[src/rtl/trdos_bus_decoder.sv]
// rtl/trdos_bus_decoder.sv - TR-DOS bus front end: DOS-active tracking, WD1793/#FF selects, magic-button NMI
//
// Ports:
//   clk, reset        system clock, synchronous active-high reset
//   a[15:0]           CPU address
//   m1_n, mreq_n, iorq_n, rd_n, wr_n   CPU strobes (active-low)
//   rom48             48K BASIC ROM currently mapped at 0000-3FFF
//   fdc_en            controller enable; 0 kills dos_act, selects and NMI
//   nmi_btn           raw magic-button level
//   cs_n              WD1793 register select (#1F/#3F/#5F/#7F), registered
//   csff_n            system port #FF select, registered
//   dos_act           TR-DOS active (also drives ROM selection)
//   nmi_n             NMI to CPU, registered

module trdos_bus_decoder #(
    parameter bit DOS_ON_RESET = 1'b0,
    parameter int NMI_TIMEOUT  = 255
) (
    input  logic        clk,
    input  logic        reset,
    input  logic [15:0] a,
    input  logic        m1_n,
    input  logic        mreq_n,
    input  logic        iorq_n,
    input  logic        rd_n,
    input  logic        wr_n,
    input  logic        rom48,
    input  logic        fdc_en,
    input  logic        nmi_btn,
    output logic        cs_n,
    output logic        csff_n,
    output logic        dos_act,
    output logic        nmi_n
);

    typedef enum logic {
        IDLE = 1'b0,
        PEND = 1'b1
    } nmi_state_t;

    localparam logic [7:0] TIMEOUT_INIT = 8'(NMI_TIMEOUT);

    nmi_state_t nmi_state;
    logic [7:0] nmi_cnt;

    logic fetch;
    logic fetch_q;
    logic fetch_start;
    logic io;
    logic btn_s1;
    logic btn_s2;
    logic btn_s3;
    logic btn_rise;
    logic nmi_vec_fetch;
    logic dos_set;
    logic dos_clr;
    logic wd_port;
    logic ff_port;

    assign fetch       = ~m1_n & ~mreq_n & ~rd_n;
    assign fetch_start = fetch & ~fetch_q;

    // m1_n must be high: an interrupt acknowledge also drives iorq_n low.
    assign io = ~iorq_n & m1_n & (~rd_n | ~wr_n);

    assign btn_rise      = btn_s2 & ~btn_s3;
    assign nmi_vec_fetch = fetch_start & (a == 16'h0066);

    // Set and clear address ranges are disjoint, so at most one fires.
    assign dos_set = fetch_start & (((a[15:8] == 8'h3D) & rom48) |
                                    ((a == 16'h0066) & (nmi_state == PEND)));
    assign dos_clr = fetch_start & (a[15:14] != 2'b00);

    assign wd_port = (a[4:0] == 5'h1F) & ~a[7];
    assign ff_port = (a[7:0] == 8'hFF);

    always_ff @(posedge clk) begin
        if (reset) begin
            fetch_q <= 1'b0;
            btn_s1  <= 1'b0;
            btn_s2  <= 1'b0;
            btn_s3  <= 1'b0;
        end else begin
            fetch_q <= fetch;
            btn_s1  <= nmi_btn;
            btn_s2  <= btn_s1;
            btn_s3  <= btn_s2;
        end
    end

    always_ff @(posedge clk) begin
        if (reset) begin
            dos_act <= DOS_ON_RESET;
        end else if (!fdc_en) begin
            dos_act <= 1'b0;
        end else if (dos_set) begin
            dos_act <= 1'b1;
        end else if (dos_clr) begin
            dos_act <= 1'b0;
        end
    end

    // Selects decode against the dos_act value held before this edge.
    always_ff @(posedge clk) begin
        if (reset) begin
            cs_n   <= 1'b1;
            csff_n <= 1'b1;
        end else begin
            cs_n   <= ~(fdc_en & dos_act & io & wd_port);
            csff_n <= ~(fdc_en & dos_act & io & ff_port);
        end
    end

    always_ff @(posedge clk) begin
        if (reset) begin
            nmi_state <= IDLE;
            nmi_cnt   <= 8'd0;
            nmi_n     <= 1'b1;
        end else begin
            case (nmi_state)
                IDLE: begin
                    nmi_n <= 1'b1;
                    if (btn_rise && fdc_en) begin
                        nmi_state <= PEND;
                        nmi_cnt   <= TIMEOUT_INIT;
                        nmi_n     <= 1'b0;
                    end
                end
                PEND: begin
                    // Low for NMI_TIMEOUT+1 cycles at most: release happens
                    // on the edge after the counter has reached zero.
                    if (!fdc_en || nmi_vec_fetch || (nmi_cnt == 8'd0)) begin
                        nmi_state <= IDLE;
                        nmi_n     <= 1'b1;
                    end else begin
                        nmi_cnt <= nmi_cnt - 8'd1;
                    end
                end
                default: begin
                    nmi_state <= IDLE;
                    nmi_n     <= 1'b1;
                end
            endcase
        end
    end

endmodule

[config.mk]
export PLATFORM = sky130hd
export DESIGN_NAME = trdos_bus_decoder
export DESIGN_NICKNAME = d
export VERILOG_FILES = /design/src/rtl/trdos_bus_decoder.sv
export SDC_FILE = /design/constraint.sdc
export NUM_CORES = 1
export LEC_CHECK = 0
export BUFFER_PORTS_ARGS = -buffer_cell sky130_fd_sc_hd__buf_2
export CAP_MARGIN = 10
export CELL_PAD_IN_SITES_DETAIL_PLACEMENT = 1
export CELL_PAD_IN_SITES_GLOBAL_PLACEMENT = 2
export CORE_AREA = 2 2 61 63
export DETAILED_ROUTE_END_ITERATION = 12
export DIE_AREA = 0 0 63 65
export PLACE_DENSITY_LB_ADDON = 0.1
export SLEW_MARGIN = 30
export SYNTH_ARGS = -nofsm -noshare
export SYNTH_HDL_FRONTEND = slang
export SYNTH_SLANG_ARGS = --single-unit
[constraint.sdc]
create_clock -name clk -period 2.3 [get_ports clk]
set_input_delay 0.115 -clock clk [delete_from_list [all_inputs] [get_ports clk]]
set_output_delay 0.115 -clock clk [all_outputs]
set_load 0.01 [all_outputs]
Word-level counts from Yosys, hierarchy flattened

Cells that the tools add are included.
Widths: inputs -> output; s select.

Bits of input ports: 26
Output and inout bits: 4
ROM bits: 0
Memories kept: 0
RAM bits: 0
Word-level logic and storage cells: 68
Bits in latches: 0
Flip-flop bits (word level): 17

Bitwise gates (word level): 30
Shift-type cells: 0
Equality and inequality tests: 7
Divide/modulo/power cells: 0
Multiplexer cells: 11
Multiply operators: 0
Reductions and logical operators: 9
Magnitude comparators: 0
Add/subtract/negate cells: 1

Operator list:

| cell                | count |
|---|---|
| $and 1x1->1         | 16 |
| $eq 16x7->1 const B | 1 |
| $mux 8              | 2 |
| $pmux 8 s2          | 1 |
| $not 1->1           | 12 |
| $eq 8x6->1 const B  | 1 |
| $eq 8x8->1 const B  | 1 |
| $logic_not 8->1     | 1 |
| $sub 8x1->8 const B | 1 |
| $mux 1              | 6 |
| $eq 5x5->1 const B  | 1 |
| $ne 2x2->1 const B  | 2 |
| $pmux 1 s2          | 2 |
| $reduce_bool 2->1   | 2 |
| $logic_or 1x1->1    | 2 |
| $ne 2x1->1 const B  | 1 |
| $or 1x1->1          | 2 |
| $reduce_and 2->1    | 1 |
| $reduce_or 2->1     | 1 |
| $logic_and 1x1->1   | 1 |
| $logic_not 1->1     | 1 |

Logic depth before layout (Yosys ltp)

Gate-level depths: netlist of run 1.

Word-level depth: 9
Gate-level depth with buffers: 7
Gate-level depth less buffers: 6

Least setup slack after synthesis of run 1

No wires, ideal clock.

Path kind: reg-to-reg
Start point: register nmi_cnt[0]
End point: register nmi_cnt[4]
Path slack: 0.582 ns
Clock period less this slack: 1.718 ns
Data arrival time: 1.581 ns
Setup time: 0.137 ns
Path buffers: 1
Stages on the path, launching flop included: 8
Path through: dfxtp_1 > inv_1 > ha_1 > or3b_2 > o21ai_4 > a221o_2 > buf_6 > o32ai_1

Word-level cells in the longest chain between the ends: 4

RTL lines:

| element                                                             | line | text |
|---|---|---|
| start, declared                                                     | 44   | `logic [7:0] nmi_cnt;` |
| start signal, assigned                                              | 136  | `nmi_cnt <= nmi_cnt - 8'd1;` |
| parallel branches: the longest is 4 deep, another holds $sub 8x1->8 | --   |  |

Several ways; the timed one is not identified. The select of a mux whose other input is x is not followed.
A chain may end at the register's enable or synchronous reset.

Worst setup path in the final report of run 1

Ends and elaborated chain as after synthesis.

==> impl_metrics.toml, run 1 <==
[die]
die_x_um = 63
pin_count = 30
start_util_pct = 26.3
dieArea_sq_um = 4100
dieHeight_um = 65
core_area_sq_um = 3500
row_count = 22

[timing]
setup_viol = 0
slew_headroom_pct = 69.9
worst_slack_ps = 398
rsz0062_at_grt = "false"
hold_violations = 0
finalSetupTns_ps = 0
clock_skew_ps = 3.37
post-route-period-util_pct = 82.7
fmax_mhz = 526
worst_slew_pin_slew_ps = 440
maxSlewViolCount = 0
fin_crit_ps = 1900

[clocking]
cts_buffer_depth = 2
ctsResizeCount = 0
clkTransAtPathRegs_ps = 110
numClockSinks = 17
cts_tree = "yes"
root_buffer = "clkbuf_4"
htree_levels = 1
clk_latency_ps = 290
postCtsSetupBuffers = 0
hold_buffers = 3
numCtsBuffers = 3

[setup_path]
critPathKind = "reg2reg"
arrival_ps = 2060
required_ps = 2460
cp_max_fo = 9
startpoint_type = "flip-flop"
cp-end-kind = "flip-flop"

[place]
io_buffers = 29
pre_cts_slack_ps = 394
hpwl_um = 1950
gp_congestion = 0.800
placedCellCount = 172

[route]
drtIter0Drc = 19
drtPass1Iterations = 2
wl_um = 2490
vias_per_cell = 5.04
drtAntennaViolNets = 0
vias = 902
drc = 0
wire_per_inst_um = 13.9

[global_routing]
grt_pass1_vias = 974
grt_pass1_wl_um = 4240
antenna_found_initial = 0
grt_overflow = 0
grtUsageTotal_pct = 13.0
grt_max_degree = 15

[layout]
finalNonFillerCells = 179
syn2layout_area_growth_pct = 26.6
nets = 160
n_antenna_cell = 0
finish.utilization_pct = 33.2
drive_gt1_share_pct = 32.8

[power_and_ir_drop]
irDropWorstVdd_v = 0.000209
power.density_nw_per_um2 = 486
p_leak_nw = 0.457

[synthesis]
synthCells = 98
ys_types = 40
syn_avg_cell_area_sq_um = 9.37
synth_nets = 126
ys.warnings.count = 0
synth_area_sq_um = 918
synth_top_area_share_pct = 37.1
synth_top_cells_by_area = "dfxtp_1 37%, nand2b_1 5.4%, o32ai_1 4.8%"
yosysTopAreaCell = "dfxtp_1"
ys_seq_area_share_pct = 37.1
yosys_register_bits = 17

[status]
status = "finished, final reports clean"

[worst_hold_path]
hold_path_class = "in2reg"

[flow_run]
max_cap_violations = 0
-- synth_stat cells (all sizes together) --
master	number
nand4b	1
nand2	3
or2b	1
nor2	3
dfxtp	17
o32ai	6
a311oi	1
nand3	2
nand2b	8
or2	2
a211oi	4
nor4	5
o21a	1
and2	3
inv	5
nor3	1
nand4	3
a21oi	3
ha	2
a21o	2
or3b	1
a221o	1
a2111oi	2
clkbuf	2
buf	1
o22ai	2
and4b	1
nand4bb	1
o21ai	1
o2111ai	1
a21boi	1
nor2b	5
or3	2
nor3b	2
or4	2
-- worst paths after layout --
check	startpoint	end	slack, ps	cells after the start
setup / recovery	nmi_cnt[0]	nmi_cnt[4]	400	6
hold / removal	a[6]	csff_n	30	2
setup reg to reg	nmi_cnt[0]	nmi_cnt[4]	400	6
hold reg to reg	btn_s1	btn_s2	450	1
-- sequential cells by signal, indices dropped and copies added (netlist names) --
register,cells
btn_s2,1
csff_n,1
nmi_state,1
btn_s3,1
cs_n,1
nmi_cnt,8
fetch_q,1
nmi_n,1
btn_s1,1
dos_act,1
-- metrics by stage --
step	hold slack [ps]	power, mW	instance area [sq um]
floorplan	189	0.365	918
global placement	287	0.405	1100
detailed placement	299	0.406	1100
CTS	21.4	0.578	1160
global route	21.3	0.608	1160
finish	33.6	0.565	1160
-- cells by family (layout without fill, tap and decap cells) --
logic type      count (synthesis)  after routing  share of synthesized area [%]
compound gates                 25             25                           23.7
buf+inv                         8             41                           4.09
flops                          17             17                           37.1
fa+ha+maj                       2              2                           2.72
simple gates                   46             46                           32.4
-- layout make-up --
cell class,count,area (sq um)
fill,453,2330
multi-input combinational,73,541
sequential,17,340
timing repair buffer,32,175
tap,48,60.1
clock buffer,3,22.5
inverter,5,18.8
clock inverter,1,5.00
-- power breakdown --
part           internal, mW  switching (mW)
Combinational        0.0429          0.0470
Clock                0.0646          0.0978
Sequential            0.304         0.00833
Total                 0.411           0.153
-- per-layer routing --
metal	vias to the layer above	wire [um]	global-route usage, %
met2	22	1280	25.8
met4	0	16	4.72
li1	444	-	-
met3	2	121	2.43
met5	-	0	0
met1	434	1070	13.4
-- layout by cell type, fill, tap and decap left out, types with 2 or more instances in the layout --
master and n:
dlygate4sd3_1 3, dfxtp_1 17, nand2b_1 8, nor4_1 5, nor3b_1 2, nor2b_1 5
inv_1 5, ha_1 2, buf_2 29, o32ai_1 5, nor2_1 2, or3_1 2
o22ai_1 2, nand4_1 3, and2_1 2, a21oi_1 3, nand2_1 3, or4_1 2
a211oi_1 4, or2_2 2, clkbuf_4 3, nand3_1 2
-- critical path, stage by stage (launching register included) --
cell,delay (ps)
dfxtp_1,350
inv_1,80
ha_1,140
or3b_2,480
o21ai_4,270
a221o_2,340
o32ai_1,110
(Power assumes the default switching activity.)
==> inputs of run 2 (changes only) <==
==> constraint.sdc (replaced) <==
create_clock -name clk -period 1.91 [get_ports clk]
set_input_delay 0.0955 -clock clk [delete_from_list [all_inputs] [get_ports clk]]
set_output_delay 0.0955 -clock clk [all_outputs]
set_load 0.01 [all_outputs]
==> impl_metrics.toml, run 2 (synthesized netlist as in run 1, its figures left out) <==
[layout]
final-seq-area_sq_um = 340
nets = 169
finalNonFillerCells = 188
syn2layout_area_growth_pct = 35.7
fill_cells = 453
largest_reg_flops = 8
regMostFlops = "nmi_cnt"
n_antenna_cell = 0
layout_common_cells = "29 x buf_2, 17 x dfxtp_1, 8 x nand2b_1"
layout_commonest_cell = "buf_2"
multi_input_area_sq_um = 559
drive_gt1_share_pct = 36.4

[power_and_ir_drop]
irDropWorstVdd_v = 0.000184
p_total_mw = 0.693
power.density_nw_per_um2 = 556
p_leak_nw = 0.496

[setup_path]
arrival_ps = 1980
startpoint_type = "primary input"
critPathKind = "in2reg"
cp-end-kind = "flip-flop"
cp_max_fo = 4
required_ps = 2090

[global_routing]
antenna_found_initial = 0
grt_pass1_wl_um = 4430
grtUsageTotal_pct = 13.7
grt_overflow = 0
grt_max_degree = 15
grt_pass1_vias = 1027

[clocking]
numClockSinks = 17
clk_latency_ps = 290
cts_buffer_depth = 2
cts_tree = "yes"
htree_levels = 1
numCtsBuffers = 3
root_buffer = "clkbuf_4"
clkTransAtPathRegs_ps = 100

[route]
vias_per_cell = 5.05
drc = 0
vias = 949
drtAntennaViolNets = 0
drtPass1Iterations = 4
wl_um = 2630
drtIter0Drc = 15
wire_per_inst_um = 14.0

[timing]
clock_skew_ps = 4.29
rsz0062_at_grt = "true"
maxSlewViolCount = 0
fin_crit_ps = 1810
finalSetupTns_ps = 0
worst_slew_pin_slew_ps = 502
setup_viol = 0
slew_headroom_pct = 66.5
hold_violations = 0
fmax_mhz = 553
post-route-period-util_pct = 94.6

[place]
gp_congestion = 0.756
io_buffers = 29
placedCellCount = 176
hpwl_um = 1970

[die]
die_x_um = 63
pin_count = 30
core_area_sq_um = 3500
start_util_pct = 26.3
row_count = 22
dieArea_sq_um = 4100
dieHeight_um = 65

[worst_hold_path]
hold_path_class = "in2reg"

[status]
status = "finished, final reports clean"

[flow_run]
max_cap_violations = 0
run 2: cell count changes in the layout (fill, tap and decap cells not counted), sizes merged:
cell,before,now
buf,29,35
a221o,1,2
dlygate4sd3,3,5
run 2: worst paths after layout:
path	from	to	slack, ps	cells after the start
setup / recovery	mreq_n	nmi_cnt[7]	100	6
hold / removal	a[7]	cs_n	30	2
setup reg to reg	nmi_cnt[0]	nmi_cnt[7]	120	6
hold reg to reg	btn_s1	btn_s2	450	1
run 2: cell type report:
| class | count | area share, % |
|---|---|---|
| Clock buffer | 3 | 1.81 |
| Clock inverter | 1 | 0.402 |
| Inverter | 5 | 1.51 |
| Multi-Input combinational cell | 74 | 44.9 |
| Sequential cell | 17 | 27.3 |
| Tap cell | 48 | 4.82 |
| Timing Repair Buffer | 40 | 19.3 |
run 2: per-layer routing:
metal  GRT usage, %  wire length [um]  vias to the layer above
li1               -                 -                      469
met1           15.1              1130                      452
met2           25.7              1340                       26
met3           2.60               128                        2
met4           5.83                24                        0
met5              0                 0                        -
run 2: timing repair:
item | CTS | global route
hold buffers | 5 | 0
endpoints found under the hold margin | 3 | 0
resized for setup | 0 | 2
setup endpoints to repair | 0 | 8
setup buffers | 0 | 2
run 2: power breakdown:
group	internal, mW	leakage, nW	switching, mW
Sequential	0.366	0.138	0.00963
Combinational	0.0601	0.340	0.0578
Clock	0.0778	0.0177	0.122
Total	0.504	0.496	0.189
run 2: stage by stage:
stage / utilization [%] / instance area [sq um] / setup WS, ps / hold slack, ps
after floorplan: - / 918 / 192 / 169
after global placement: 32.5 / 1130 / 144 / 267
after detailed placement: 32.5 / 1130 / 118 / 276
after CTS: 34.7 / 1210 / 21.6 / 17.5
after global routing: 35.6 / 1250 / -5.67 / 19.1
final: 35.6 / 1250 / 103 / 28.7
run 2: worst max-delay path, stage by stage:
cell and delay (ps):
dlygate4sd3_1 530, buf_2 120, or4_4 570, nor3b_2 230, a221o_1 310, o32ai_1 120
